## src/rtl/lvt_pkg.sv

```systemverilog
// Shared definitions for the live-value-table multiported RAM and its read-side front end.
package lvt_pkg;

  localparam int unsigned LvtAddrWidth = 14;
  localparam int unsigned LvtDataWidth = 32;

  typedef logic [LvtAddrWidth-1:0] addr_t;
  typedef logic [LvtDataWidth-1:0] data_t;

endpackage

```

## src/rtl/lvt_resp_fifo.sv

```systemverilog
// Small in-order response FIFO; power-of-two depth so pointers wrap naturally.
module lvt_resp_fifo #(
  parameter int unsigned DEPTH      = 2,
  parameter int unsigned DATA_WIDTH = 32,
  localparam int unsigned PtrW      = $clog2(DEPTH),
  localparam int unsigned CntW      = $clog2(DEPTH + 1)
) (
  input  logic                  clk,
  input  logic                  rst_n,
  input  logic                  push,
  input  logic                  pop,
  input  logic [DATA_WIDTH-1:0] data_in,
  output logic [DATA_WIDTH-1:0] data_out,
  output logic [CntW-1:0]       count,
  output logic                  empty
);

  logic [DATA_WIDTH-1:0] mem_q [DEPTH];
  logic [PtrW-1:0]       wr_ptr_q, wr_ptr_d;
  logic [PtrW-1:0]       rd_ptr_q, rd_ptr_d;
  logic [CntW-1:0]       count_q, count_d;

  always_comb begin
    wr_ptr_d = wr_ptr_q;
    rd_ptr_d = rd_ptr_q;
    count_d  = count_q;
    if (push) wr_ptr_d = wr_ptr_q + PtrW'(1);
    if (pop)  rd_ptr_d = rd_ptr_q + PtrW'(1);
    case ({push, pop})
      2'b10:   count_d = count_q + CntW'(1);
      2'b01:   count_d = count_q - CntW'(1);
      default: count_d = count_q;
    endcase
  end

  always_ff @(posedge clk or negedge rst_n) begin
    if (!rst_n) begin
      wr_ptr_q <= '0;
      rd_ptr_q <= '0;
      count_q  <= '0;
    end else begin
      wr_ptr_q <= wr_ptr_d;
      rd_ptr_q <= rd_ptr_d;
      count_q  <= count_d;
    end
  end

  // Storage is not reset; contents are only visible once count covers them.
  always_ff @(posedge clk) begin
    if (push) mem_q[wr_ptr_q] <= data_in;
  end

  assign data_out = mem_q[rd_ptr_q];
  assign count    = count_q;
  assign empty    = (count_q == '0);

  a_no_overflow: assert property (@(posedge clk) disable iff (!rst_n)
    push |-> (count_q < CntW'(DEPTH)));
  a_no_underflow: assert property (@(posedge clk) disable iff (!rst_n)
    pop |-> (count_q != '0));

endmodule

```

## src/rtl/lvt_read_port.sv

```systemverilog
// Read-side front end of the 2W/1R LVT RAM: credit-checked issue, one-cycle capture,
// in-order return through a response FIFO.
module lvt_read_port
  import lvt_pkg::*;
#(
  parameter int unsigned ADDR_WIDTH = LvtAddrWidth,
  parameter int unsigned DATA_WIDTH = LvtDataWidth,
  parameter int unsigned FIFO_DEPTH = 2
) (
  input  logic                  clk,
  input  logic                  rst_n,
  input  logic                  req_valid,
  output logic                  req_ready,
  input  logic [ADDR_WIDTH-1:0] req_addr,
  output logic                  resp_valid,
  input  logic                  resp_ready,
  output logic [DATA_WIDTH-1:0] resp_data,
  input  logic                  mem_wr_busy,
  output logic                  mem_rd_en,
  output logic [ADDR_WIDTH-1:0] mem_rd_addr,
  input  logic [DATA_WIDTH-1:0] mem_rd_data,
  output logic                  idle
);

  localparam int unsigned CntW = $clog2(FIFO_DEPTH + 1);

  logic            inflight_q, inflight_d;
  logic [CntW-1:0] fifo_count;
  logic [CntW-1:0] occupancy;
  logic            fifo_empty;
  logic            fire;
  logic            pop;
  logic            credit_ok;

  assign resp_valid = !fifo_empty;
  assign pop        = resp_valid & resp_ready;
  assign occupancy  = fifo_count + CntW'(inflight_q);

  // A same-cycle pop frees a slot, so a full FIFO can still accept under drain.
  assign credit_ok  = (occupancy < CntW'(FIFO_DEPTH)) | pop;

  // RAM banks drop reads during write cycles, so issue waits out any write.
  always_comb begin
    req_ready   = rst_n & !mem_wr_busy & credit_ok;
    fire        = req_valid & req_ready;
    mem_rd_en   = fire;
    mem_rd_addr = req_addr;
    inflight_d  = fire;
    idle        = (occupancy == '0);
  end

  always_ff @(posedge clk or negedge rst_n) begin
    if (!rst_n) inflight_q <= 1'b0;
    else        inflight_q <= inflight_d;
  end

  lvt_resp_fifo #(
    .DEPTH      (FIFO_DEPTH),
    .DATA_WIDTH (DATA_WIDTH)
  ) u_resp_fifo (
    .clk      (clk),
    .rst_n    (rst_n),
    .push     (inflight_q),
    .pop      (pop),
    .data_in  (mem_rd_data),
    .data_out (resp_data),
    .count    (fifo_count),
    .empty    (fifo_empty)
  );

endmodule

```

## config.mk

```make
export PLATFORM = sky130hd
export DESIGN_NAME = lvt_read_port
export DESIGN_NICKNAME = d
export VERILOG_FILES = /design/src/rtl/lvt_pkg.sv /design/src/rtl/lvt_resp_fifo.sv /design/src/rtl/lvt_read_port.sv
export SDC_FILE = /design/constraint.sdc
export NUM_CORES = 1
export LEC_CHECK = 0
export CORE_ASPECT_RATIO = 0.7
export CORE_MARGIN = 1
export CORE_UTILIZATION = 44
export DETAILED_ROUTE_END_ITERATION = 8
export GPL_TIMING_DRIVEN = 0
export PLACE_DENSITY = 0.8
export SLEW_MARGIN = 0
export SYNTH_ARGS = -nofsm -noshare
export SYNTH_HDL_FRONTEND = slang
export SYNTH_SLANG_ARGS = --single-unit
```

## constraint.sdc

```tcl
create_clock -name clk -period 3.33 [get_ports clk]
set_clock_uncertainty 0.15 [all_clocks]
set_input_delay 0.333 -clock clk [delete_from_list [all_inputs] [get_ports clk]]
set_output_delay 0.333 -clock clk [all_outputs]
set_load 0.03 [all_outputs]
```

==> impl_metrics.csv, run 1 <==
group,metric,value,unit
detailed_routing,wl_per_cell,14.99,µm
timing,worst_pin_slew,0.9213,ns
critical_path,arrival,2.32,ns
final_layout,drive_above_1_share,16.12,%
final_layout,num_antenna_cells,0,
job,cap_violations,0,
placement,port_buffers,86,
final_layout,post-route-util,66.74,%
clock_network,cts_tree,"built",
critical_path,crit_type,"reg -> out",
placement,placed_area,3676,µm²
final_layout,fin_nets,290,
die,die_w,95.85,µm
global_route,overflow,0,
final_layout,final_cell_count_no_fill,317,
yosys,synth_area,2713,µm²
power,powerDensity,724.0,nW/µm²
run_status,status,"completed",
yosys,ys_ff_latch,69,
clock_network,cts_root_buf,"clkbuf_8",
critical_path,worstSetupEndpointType,"output pin",
final_layout,final_area,3899,µm²
die,coreArea,5842,µm²
global_route,grt_pass1_wl,6941,µm
timing,setup_viol_count_final,0,
final_layout,area_growth_syn_to_layout,43.73,%
clock_network,cts_resized,0,
detailed_routing,firstDrtPassIters,4,
final_layout,ff_latch_area,2047,µm²
yosys,synthesis.nets,193,
critical_path,crit_path_start_kind,"flip-flop",
critical_path,critPathMaxFanout,5,
timing,layout_min_cycle_time,2.801,ns
yosys,yosysWarningCount,0,
power,p_total,2.823,mW
timing,fin_hold_ws,0.07463,ns
timing,max_slew_margin,38.43,%
yosys,ys_types,20,
die,rows,23,
timing,hold_violations,0,
detailed_routing,vias,1482,
final_layout,multi_input_area,523.0,µm²
critical_path,worst_ep_required_time,2.85,ns
detailed_routing,viasPerCell,4.675,
placement,dpl.cell_count,301,
clock_network,cts.sinks,69,
placement,place.gp.congestion,0.7319,
detailed_routing,routed_wl,4751,µm
timing,drv_slew,0,
timing,period_share,84.13,%
placement,place_ws,0.6712,ns
detailed_routing,drtAntennaViolNets,0,
timing,fmax,357.0,MHz
timing,rsz0062_at_grt,"no",
clock_network,clk_latency,0.34,ns
timing,layout_setup_ws,0.5286,ns
global_route,antenna_found_initial,0,
die,dieArea,6488,µm²
critical_path,worst-r2r-setup-slack,1.55,ns
die,die_h,67.69,µm
clock_network,cts_buffer_depth,2,
yosys,postSynthAreaPerCell,19.38,µm²
detailed_routing,drtIter0Drc,57,
global_route,grt_max_degree,33,
clock_network,numCtsBuffers,9,
global_route,grt_pass1_vias,1500,
detailed_routing,drc,0,
power,leakage,1.385,nW
global_route,track_usage,15.82,%
yosys,synth-seq-area-share,75.46,%
die,start_util,46.43,%
clock_network,cts_setup_buffers,0,
die,num_io_pins,101,
yosys,synthCells,140,
clock_network,cts_hold_buffers,0,
final_layout,nFillCells,399,
power,vdd_drop_max,445.0,µV
clock_network,cts.htree.levels,3,
clock_network,clk_pin_slew,0.07,ns
timing,setup-tns-final,0,ns
hold_path,hold_class,"in -> async",
placement,dpl.hpwl,3301,µm
==> cell families after synthesis <==
| kind of cell | share of synthesized area [%] |
|---|---|
| xor+xnor | 1.615 |
| fa+ha+maj | 0.9224 |
| buf+inv | 5.581 |
| flops | 75.46 |
| compound gates | 0.5533 |
| simple gates | 2.583 |
| mux | 13.28 |
==> layout by cell type (no fill, tap or decap), types with 2 or more instances in the layout <==
master	count
buf_4	14
buf_6	3
bufinv_16	2
clkbuf_8	9
clkdlybuf4s50_1	86
clkinv_4	2
dfrtp_1	5
edfxtp_1	64
ha_1	2
inv_1	2
mux2_1	32
xnor2_1	2
xor2_1	3
==> worst paths after layout <==
path                            depth (start not counted)                                 end                        startpoint
max in group asynchronous                               1    u_resp_fifo.wr_ptr_q$_DFFE_PN0P_                             rst_n
worst min-delay path                                    1                inflight_q$_DFF_PN0_                             rst_n
worst min register to register                          1    u_resp_fifo.count[1]$_DFFE_PN0P_  u_resp_fifo.count[1]$_DFFE_PN0P_
worst max-delay path                                    5                           mem_rd_en  u_resp_fifo.count[0]$_DFFE_PN0P_
min in group clk                                        1    u_resp_fifo.count[1]$_DFFE_PN0P_  u_resp_fifo.count[1]$_DFFE_PN0P_
worst max register to register                          2  u_resp_fifo.mem_q[0][15]$_DFFE_PP_              inflight_q$_DFF_PN0_
==> synth_stat cells, drive strengths merged <==
cell / instances / share of area [%]
a221oi: 1 / 0.55
and2: 3 / 0.78
buf: 18 / 5.3
dfrtp: 5 / 4.6
edfxtp: 64 / 71
ha: 2 / 0.92
inv: 2 / 0.28
mux2: 32 / 13
nand2: 1 / 0.14
nand2b: 1 / 0.23
nor2: 2 / 0.28
nor2b: 2 / 0.74
nor3: 1 / 0.18
or2: 1 / 0.23
xnor2: 2 / 0.65
xor2: 3 / 0.97
==> flip-flops by register name, summed over array words and instances (netlist names) <==
name and count:
u_resp_fifo.wr_ptr_q 1, inflight_q 1, u_resp_fifo.mem_q 64, u_resp_fifo.rd_ptr_q 1
u_resp_fifo.count 2
==> where the power goes <==
part	switching (mW)	internal, mW
clock	0.318	0.425
combinational	0.545	0.474
sequential	0.0353	1.03
==> area by class of cell <==
class	instances	area share [%]
sequential	69	52.50
timing repair buffer	86	22.08
multi-input combinational	51	13.41
buffer	18	3.691
clock buffer	9	3.177
clock inverter	7	2.535
tap	75	2.407
inverter	2	0.1926
==> per-layer routing <==
layer / global-route usage [%] / wire length (µm) / vias up
met2: 25.71 / 2219 / 86
li1: - / - / 702
met1: 16.96 / 1883 / 686
met5: 0 / 0 / -
met4: 5.597 / 56 / 0
met3: 9.910 / 592 / 8
==> critical path: stages (launching register included) <==
cell             delay (ns)
dfrtp_1                0.44
ha_1                   0.25
nor2b_1                0.17
a221oi_2               0.26
and2_1                 0.19
clkdlybuf4s50_1        0.68
No activity file was read; power rests on OpenSTA's default activity.
==> inputs of run 2 (changes only) <==
Clock period 3.33 ns to 2.9 ns, I/O delays scaled along.
==> results of run 2 <==
Same layout as run 1 (identical final DEF). Status: completed.
Main changes from that run: setup slack after placement 0.6712 ns -> 0.3272 ns; setup slack after layout 0.5286 ns -> 0.1416 ns; hold slack 0.07463 ns -> 0.03163 ns; register-to-register setup slack 1.55 ns -> 1.12 ns; total power 2.823 mW -> 3.241 mW; worst IR drop on VDD 445.0 µV -> 511.0 µV
